[config.mk]
export PLATFORM = sky130hd
export DESIGN_NAME = key_sequencer
export DESIGN_NICKNAME = d
export VERILOG_FILES = /design/src/rtl/key_sequencer.sv
export SDC_FILE = /design/constraint.sdc
export NUM_CORES = 1
export LEC_CHECK = 0
export ABC_AREA = 0
export CAP_MARGIN = 20
export CORE_MARGIN = 5
export CORE_UTILIZATION = 60
export CTS_BUF_LIST = sky130_fd_sc_hd__clkbuf_4
export CTS_CLUSTER_DIAMETER = 40
export CTS_CLUSTER_SIZE = 16
export DETAILED_ROUTE_END_ITERATION = 7
export GPL_ROUTABILITY_DRIVEN = 0
export PLACE_DENSITY = 0.87
export RECOVER_POWER = 100
export SETUP_SLACK_MARGIN = 0.1
export SLEW_MARGIN = 0
export SYNTH_ARGS = -nofsm -noshare
export SYNTH_HDL_FRONTEND = slang
export SYNTH_SLANG_ARGS = --single-unit
[constraint.sdc]
create_clock -name clk -period 3.61 [get_ports clk]
set_input_delay 0.722 -clock clk [delete_from_list [all_inputs] [get_ports clk]]
set_output_delay 0.722 -clock clk [all_outputs]
set_load 0.03 [all_outputs]
[src/rtl/key_sequencer.sv]
// key_sequencer: cartridge key sequencer. Reads inside the key window must
// present the command nibble the LFSR currently expects. A full run of
// matches unlocks response streaming. Mismatches reseed the LFSR, and
// repeated failures force a timed lockout.
`timescale 1ns/1ps
module key_sequencer #(
  parameter int                 STATE_W     = 6,
  parameter int                 ADDR_W      = 4,
  parameter int                 DATA_W      = 2,
  parameter logic [STATE_W-1:0] TAPS        = 6'h30,
  parameter logic [STATE_W-1:0] SEED        = 6'h2D,
  parameter int                 SEQ_LEN     = 4,
  parameter int                 MAX_FAIL    = 3,
  parameter int                 LOCKOUT_CYC = 16,
  parameter logic [ADDR_W-1:0]  RELOCK      = {ADDR_W{1'b1}}
) (
  input  logic              clk,
  input  logic              rst,
  input  logic              sser_n,
  input  logic              ba13,
  input  logic              ba12,
  input  logic [ADDR_W-1:0] ba_cmd,
  input  logic              br_w,
  input  logic              bus_valid,
  output logic [DATA_W-1:0] sd_out,
  output logic              sd_oe,
  output logic              unlocked,
  output logic              locked_out
);

  localparam int STEP_W  = (SEQ_LEN > 1) ? $clog2(SEQ_LEN + 1) : 1;
  localparam int FAIL_W  = (MAX_FAIL > 1) ? $clog2(MAX_FAIL + 1) : 1;
  localparam int TIMER_W = (LOCKOUT_CYC > 1) ? $clog2(LOCKOUT_CYC) : 1;

  localparam logic [STEP_W-1:0]  STEP_LAST  = STEP_W'(SEQ_LEN - 1);
  localparam logic [FAIL_W-1:0]  FAIL_LAST  = FAIL_W'(MAX_FAIL - 1);
  localparam logic [TIMER_W-1:0] TIMER_LOAD = TIMER_W'(LOCKOUT_CYC - 1);

  localparam logic [1:0] ST_LOCKED   = 2'd0;
  localparam logic [1:0] ST_TRACK    = 2'd1;
  localparam logic [1:0] ST_UNLOCKED = 2'd2;
  localparam logic [1:0] ST_LOCKOUT  = 2'd3;

  // One LFSR step; the all-zero lock-up state is replaced by the seed.
  function automatic logic [STATE_W-1:0] lfsr_advance(input logic [STATE_W-1:0] cur);
    logic                fb;
    logic [STATE_W-1:0]  nxt;
    fb  = ^(cur & TAPS);
    nxt = {cur[STATE_W-2:0], fb};
    if (nxt == {STATE_W{1'b0}}) begin
      return SEED;
    end else begin
      return nxt;
    end
  endfunction

  // Response bits: bit i is the parity of every LFSR bit j with j mod DATA_W == i.
  function automatic logic [DATA_W-1:0] lfsr_fold(input logic [STATE_W-1:0] cur);
    logic [DATA_W-1:0] f;
    f = {DATA_W{1'b0}};
    for (int j = 0; j < STATE_W; j++) begin
      f[j % DATA_W] = f[j % DATA_W] ^ cur[j];
    end
    return f;
  endfunction

  logic [1:0]         state_r,  state_nxt_s;
  logic [STATE_W-1:0] lfsr_r,   lfsr_nxt_s;
  logic [STEP_W-1:0]  step_r,   step_nxt_s;
  logic [FAIL_W-1:0]  fail_r,   fail_nxt_s;
  logic [TIMER_W-1:0] timer_r,  timer_nxt_s;
  logic               unlocked_r;
  logic               locked_out_r;

  logic               acc_s;
  logic               match_s;
  logic [STATE_W-1:0] lfsr_adv_s;

  // Qualify a key-window read and compare the command with the expected nibble.
  always_comb begin
    acc_s      = bus_valid & ~sser_n & ~ba13 & ba12 & br_w;
    match_s    = (ba_cmd == lfsr_r[ADDR_W-1:0]);
    lfsr_adv_s = lfsr_advance(lfsr_r);
  end

  // Next-state logic for the sequencer and its counters.
  always_comb begin
    state_nxt_s = state_r;
    lfsr_nxt_s  = lfsr_r;
    step_nxt_s  = step_r;
    fail_nxt_s  = fail_r;
    timer_nxt_s = timer_r;
    case (state_r)
      ST_LOCKED, ST_TRACK: begin
        if (acc_s) begin
          if (match_s) begin
            lfsr_nxt_s = lfsr_adv_s;
            if (step_r == STEP_LAST) begin
              state_nxt_s = ST_UNLOCKED;
              step_nxt_s  = {STEP_W{1'b0}};
              fail_nxt_s  = {FAIL_W{1'b0}};
            end else begin
              state_nxt_s = ST_TRACK;
              step_nxt_s  = step_r + STEP_W'(1);
            end
          end else begin
            lfsr_nxt_s = SEED;
            step_nxt_s = {STEP_W{1'b0}};
            fail_nxt_s = fail_r + FAIL_W'(1);
            if (fail_r == FAIL_LAST) begin
              state_nxt_s = ST_LOCKOUT;
              timer_nxt_s = TIMER_LOAD;
            end else begin
              state_nxt_s = ST_LOCKED;
            end
          end
        end else begin
          state_nxt_s = state_r;
        end
      end
      ST_UNLOCKED: begin
        if (acc_s) begin
          if (ba_cmd == RELOCK) begin
            state_nxt_s = ST_LOCKED;
            lfsr_nxt_s  = SEED;
            step_nxt_s  = {STEP_W{1'b0}};
          end else begin
            lfsr_nxt_s = lfsr_adv_s;
          end
        end else begin
          state_nxt_s = state_r;
        end
      end
      ST_LOCKOUT: begin
        // Bus accesses are deliberately ignored while the timer runs.
        if (timer_r == {TIMER_W{1'b0}}) begin
          state_nxt_s = ST_LOCKED;
          fail_nxt_s  = {FAIL_W{1'b0}};
          lfsr_nxt_s  = SEED;
          step_nxt_s  = {STEP_W{1'b0}};
        end else begin
          timer_nxt_s = timer_r - TIMER_W'(1);
        end
      end
      default: begin
        state_nxt_s = ST_LOCKED;
        lfsr_nxt_s  = SEED;
        step_nxt_s  = {STEP_W{1'b0}};
        fail_nxt_s  = {FAIL_W{1'b0}};
        timer_nxt_s = {TIMER_W{1'b0}};
      end
    endcase
  end

  // State and counter registers; status flags are registered alongside the state.
  always_ff @(posedge clk or posedge rst) begin
    if (rst) begin
      state_r      <= ST_LOCKED;
      lfsr_r       <= SEED;
      step_r       <= {STEP_W{1'b0}};
      fail_r       <= {FAIL_W{1'b0}};
      timer_r      <= {TIMER_W{1'b0}};
      unlocked_r   <= 1'b0;
      locked_out_r <= 1'b0;
    end else begin
      state_r      <= state_nxt_s;
      lfsr_r       <= lfsr_nxt_s;
      step_r       <= step_nxt_s;
      fail_r       <= fail_nxt_s;
      timer_r      <= timer_nxt_s;
      unlocked_r   <= (state_nxt_s == ST_UNLOCKED);
      locked_out_r <= (state_nxt_s == ST_LOCKOUT);
    end
  end

  // Response data comes from the pre-update LFSR so a read sees zero-cycle data.
  always_comb begin
    case (state_r)
      ST_UNLOCKED:         sd_out = lfsr_fold(lfsr_r);
      ST_LOCKED, ST_TRACK: sd_out = ~lfsr_r[DATA_W-1:0];
      ST_LOCKOUT:          sd_out = {DATA_W{1'b0}};
      default:             sd_out = {DATA_W{1'b0}};
    endcase
  end

  assign sd_oe      = acc_s;
  assign unlocked   = unlocked_r;
  assign locked_out = locked_out_r;

endmodule

[Word-level counts from Yosys, hierarchy flattened]
Index checks and enable logic that the tools add are counted.
Word-level totals
  input port bits: 11
  register bits: 19
Operators by class
  equal/unequal tests: 17
  bitwise gates (word level): 11
  multiplexer cells: 33
  add/sub/neg operators: 3
  reduce and logical (&&, ||, !) cells: 10
Operators with widths (number)
  2-to-1 mux 6 bit: 6
  2-to-1 mux 2 bit: 11
  2-to-1 mux 3 bit: 6
  one-hot mux 6 bit (3 select lines): 1
  2-to-1 mux 4 bit: 4
  != test 2 bit (second input constant): 7
  one-hot mux 2 bit (3 select lines): 2
  equality test 2 bit (second input constant): 5
  one-hot mux 3 bit (3 select lines): 1
  one-hot mux 4 bit (2 select lines): 1
  AND reduction 4 bit: 2
  zero test 6 bit: 1
  parity 6 bit: 1
  AND reduction 5 bit: 1
  bitwise AND 1 bit: 4
  equality test 4 bit: 1
  equality test 4 bit (second input constant): 1
  zero test 4 bit: 1
  one-hot mux 2 bit (2 select lines): 1
  subtractor 4 x 1 -> 4 bit (second input constant): 1
  XOR 1 bit: 4
  adder 3 x 1 -> 3 bit (second input constant): 1
  equality test 3 x 2 -> 1 bit (second input constant): 1
  != test 3 bit (second input constant): 1
  other kinds (8): 9

[Logic depth before layout (Yosys ltp)]
  word-level depth: 8
  depth in mapped cells: 6
  depth with buffers taken out: 6

[Least setup slack after synthesis]
OpenSTA, ideal clock, no wires.
  path type: input port to output port
  start: input port sser_n
  end: output port sd_oe
  stages: 3
  slack: 1200 ps
  data required time: 2888 ps
  arrival time: 1688 ps
  path through: or3b_4 -> or2_2 -> inv_1
Between the ends
  word-level cells in the longest chain between the ends: 5
Ends and longest elaborated chain
  start: declaration: line 19  | input logic sser_n,
  NOT 1 bit: line 81  | acc_s = bus_valid & ~sser_n & ~ba13 & ba12 & br_w;
  bitwise AND 1 bit (4 in series): line 81
  end: declaration: line 26  | output logic sd_oe,
No other way between the ends.

[Worst setup path in the final report]
  start: input port bus_valid
  end: output port sd_oe
Between the ends
  word-level cells in the longest chain between the ends: 4
Ends and longest elaborated chain
  start: declaration: line 24  | input logic bus_valid,
  bitwise AND 1 bit (4 in series): line 81
No other way between the ends.

==> impl_results.md <==
- Synth Cell Area: 1130 sq um
- Int Power: 0.566 mW
- Synth warn: 0
- Flop pwr share: 39.8%
- Root buffer cell: clkbuf_4
- Post-Route WL: 2.49 mm
- Clk pwr share: 11.4%
- Wire per inst: ~15 um
- Clock sink count: 19
- VDD IR max: 479 uV
- H-tree depth: 1
- Fraction of layout cells with a size suffix above 1: 7.30%
- Distinct cells, synth: 42
- All-Layer GR Usage: a little over a fifth
- Row count: 15
- Grt ovf: 0
- Sw frac: roughly 44%
- Status: finished, final reports clean
- Min-delay src: fail_r[0]
- Initial antenna violation count: 0
- Slowest stage delay, CP: between 0.6 and 0.7 ns
- Final antenna-violating net count: 0
- Cells after Synth: 122
- CTS tree: yes
- Gate power share: between 40% and 50%
- Total number of vias: 959
- Area growth syn-to-layout: 13.6%
- Total of max-cap violations: 0
- Via density: 5.92
- # nets final: ~150
- RSZ-0062 raised after global routing: no
- Hold slack: 0.484 ns
- First DRT Iteration DRCs: 42
- R2r endpoint: timer_r[1]
- P_leak: about 0.55 nW
- Worst-Skew Late Latency: 0.29 ns
- Critical path capture point type: primary output
- Starting Density: 64.3%
- First-pass GRT wire length: roughly 4.4 mm
- Power per Cell Area: 780 nW/um^2
- Synth async-reset ratio: 100%
- Crit path launch type: input port
- Worst slew margin relative to its limit: about half
- Final slew viol count: 0
- DRC: 0
- Die height: roughly 53 um
- Vias in the first global route: 964
- Clock Pin Slew Worst Setup and Hold Paths: around 0.11 ns
- Post-route setup slack: 0.179 ns
- Hold path cells: 1
- Crit Path Category: input port to primary output
- Longest Clk Path Bufs: 2
- Die area: 2860 sq um
- Post-route insts no fill: 162
- Placed cells: about 160
- Largest net degree at the start of global routing: 20
- Measured slew at the worst slew-check pin: 0.721 ns
- Final Util: 73.0%
- Slowest CP cell: clkdlybuf4s50_1
- IO Count: 16
- Post-CTS Hold Buffers: 0
- Crit-path most repeated cell: clkdlybuf4s50_1
- Core Box Area: 1760 sq um
- Fin area: approximately 1300 sq um
- I/O Buffers: 15
- Sw Pwr: 0.438 mW
- Pre-antenna DRT Iters: 4
- Fmax: 0.291 GHz
- Crit path cell chain: clkdlybuf4s50_1, or3b_1, or2_2, inv_1, clkdlybuf4s50_1
- Worst r2r path cells: 6
- Synth Flop Type: dfrtp_1
- Max Clock Skew: 0.00112 ns
- Net count after synthesis: 136
- Arrival time at the worst endpoint: 2.71 ns
- Min Tclk post-route: 3.43 ns
- Ant. Diodes: 0
- Post-synth EDFFs: 0
- Total power: 1.00 mW
- Reg2reg start: timer_r[0]
- WP data required: between 2 and 3 ns
- Num CTS Buffers: 3
- Setup TNS: 0 ns
- R2r setup slk: 1.45 ns
- Avg Inst Size Synth: 9.29 sq um
- Post CTS Setup Buffer Count: 0
- CP max FO: 5
- Final setup vio count: 0
- Hold EP: fail_r[0]
- CTS resizes: 0
- HP Class: register to register
- Placed inst area: 1300 sq um
- DP HPWL: 1.91 mm
- Final hold violations: 0
- Chip width: 53.5 um
- Register area share after synthesis: a little over two fifths
- Period utilisation layout: 95.0%
- Setup Slack @ Placement: 0.199 ns
- Synth Register Bits: 19
==> metal layers <==
layer / vias to the layer above / part of all wire (%) / track usage (%) / wire length, um
li1: 462 / - / - / -
met1: 454 / 43 / 26.1 / 1060
met2: 35 / 48 / 35.5 / 1190
met3: 8 / 7.1 / 3.94 / 178
met4: 0 / 2.4 / 6.81 / 59
met5: - / 0 / 0 / 0
==> kinds of logic (layout without fill, tap and decap cells) <==
family	Yosys count	count (layout)	synth area share, %
and+or+nand+nor	45	45	21.7
adders and majority gates	3	3	3.31
muxes	4	4	4.08
DFF	19	19	42.4
xor gates and xnor gates	7	7	5.41
buffers and inverters	15	30	5.19
AOI/OAI and AO/OA	29	29	17.9
==> placed cells by master, fill, tap and decap left out, types with 3 or more instances in the layout <==
| master | count |
|---|---|
| o31ai_1 | 3 |
| inv_1 | 11 |
| clkbuf_4 | 4 |
| nand3_1 | 3 |
| a21oi_1 | 7 |
| dfrtp_1 | 15 |
| nor3_1 | 7 |
| xnor2_1 | 7 |
| o22ai_1 | 4 |
| dlygate4sd3_1 | 5 |
| o21ai_0 | 4 |
| dfstp_2 | 4 |
| a31oi_1 | 4 |
| nand2_1 | 14 |
| clkdlybuf4s50_1 | 10 |
| ha_1 | 3 |
| nor2_1 | 5 |
==> worst max-delay path by stage <==
stage / slack, ns / startpoint / end / cells past startpoint
6_report: 0.18 / bus_valid / sd_oe / 5
5_1_grt: 0.14 / bus_valid / sd_oe / 5
4_1_cts: 0.20 / bus_valid / sd_oe / 5
3_5_place_dp: 0.20 / bus_valid / sd_oe / 5
3_3_place_gp: 0.22 / bus_valid / sd_oe / 5
2_1_floorplan: 1.20 / sser_n / sd_oe / 3
==> power by group through the flow <==
stage          sequential (mW)  combinational, mW  clock [mW]
6_report                 0.399              0.490       0.115
2_1_floorplan            0.382              0.379           0
5_1_grt                  0.413              0.540       0.125
3_3_place_gp             0.400              0.492           0
4_1_cts                  0.399              0.514       0.115
3_5_place_dp             0.404              0.512           0
==> layout make-up <==
cell class	count	area, sq um
Clock buffer	4	30.0
Fill cell	144	477
Inverter	11	41.3
Multi-Input combinational cell	88	554
Sequential cell	19	480
Tap cell	25	31.3
Timing Repair Buffer	15	150
==> Yosys cell counts (2+ instances only) <==
library cell	number	area, sq um
xnor2_1	7	61.3
nor3_1	6	30.0
o31ai_1	3	22.5
nor2_1	5	18.8
nand2_1	14	52.6
dfstp_2	4	105
dfrtp_1	15	375
ha_1	3	37.5
nor2b_1	2	12.5
and2_1	2	12.5
nand3_1	3	15.0
a31oi_1	3	18.8
o22ai_1	4	25.0
clkbuf_1	2	7.51
inv_1	11	41.3
a2bb2oi_1	2	17.5
mux2i_1	2	20.0
nand4_1	2	12.5
a21oi_1	6	30.0
o21ai_0	4	20.0
==> flip-flops by register name (all words and copies together), names as in the netlist <==
| name | flops |
|---|---|
| unlocked | 1 |
| lfsr_r | 6 |
| fail_r | 2 |
| step_r | 3 |
| timer_r | 4 |
| locked_out | 1 |
| state_r | 2 |
==> critical path: cells and delay by family <==
| kind | cells | cell delay (ns) |
|---|---|---|
| buf+inv | 3 | 1.19 |
| simple gates | 2 | 0.80 |
No activity file was read; power rests on OpenSTA's default activity.
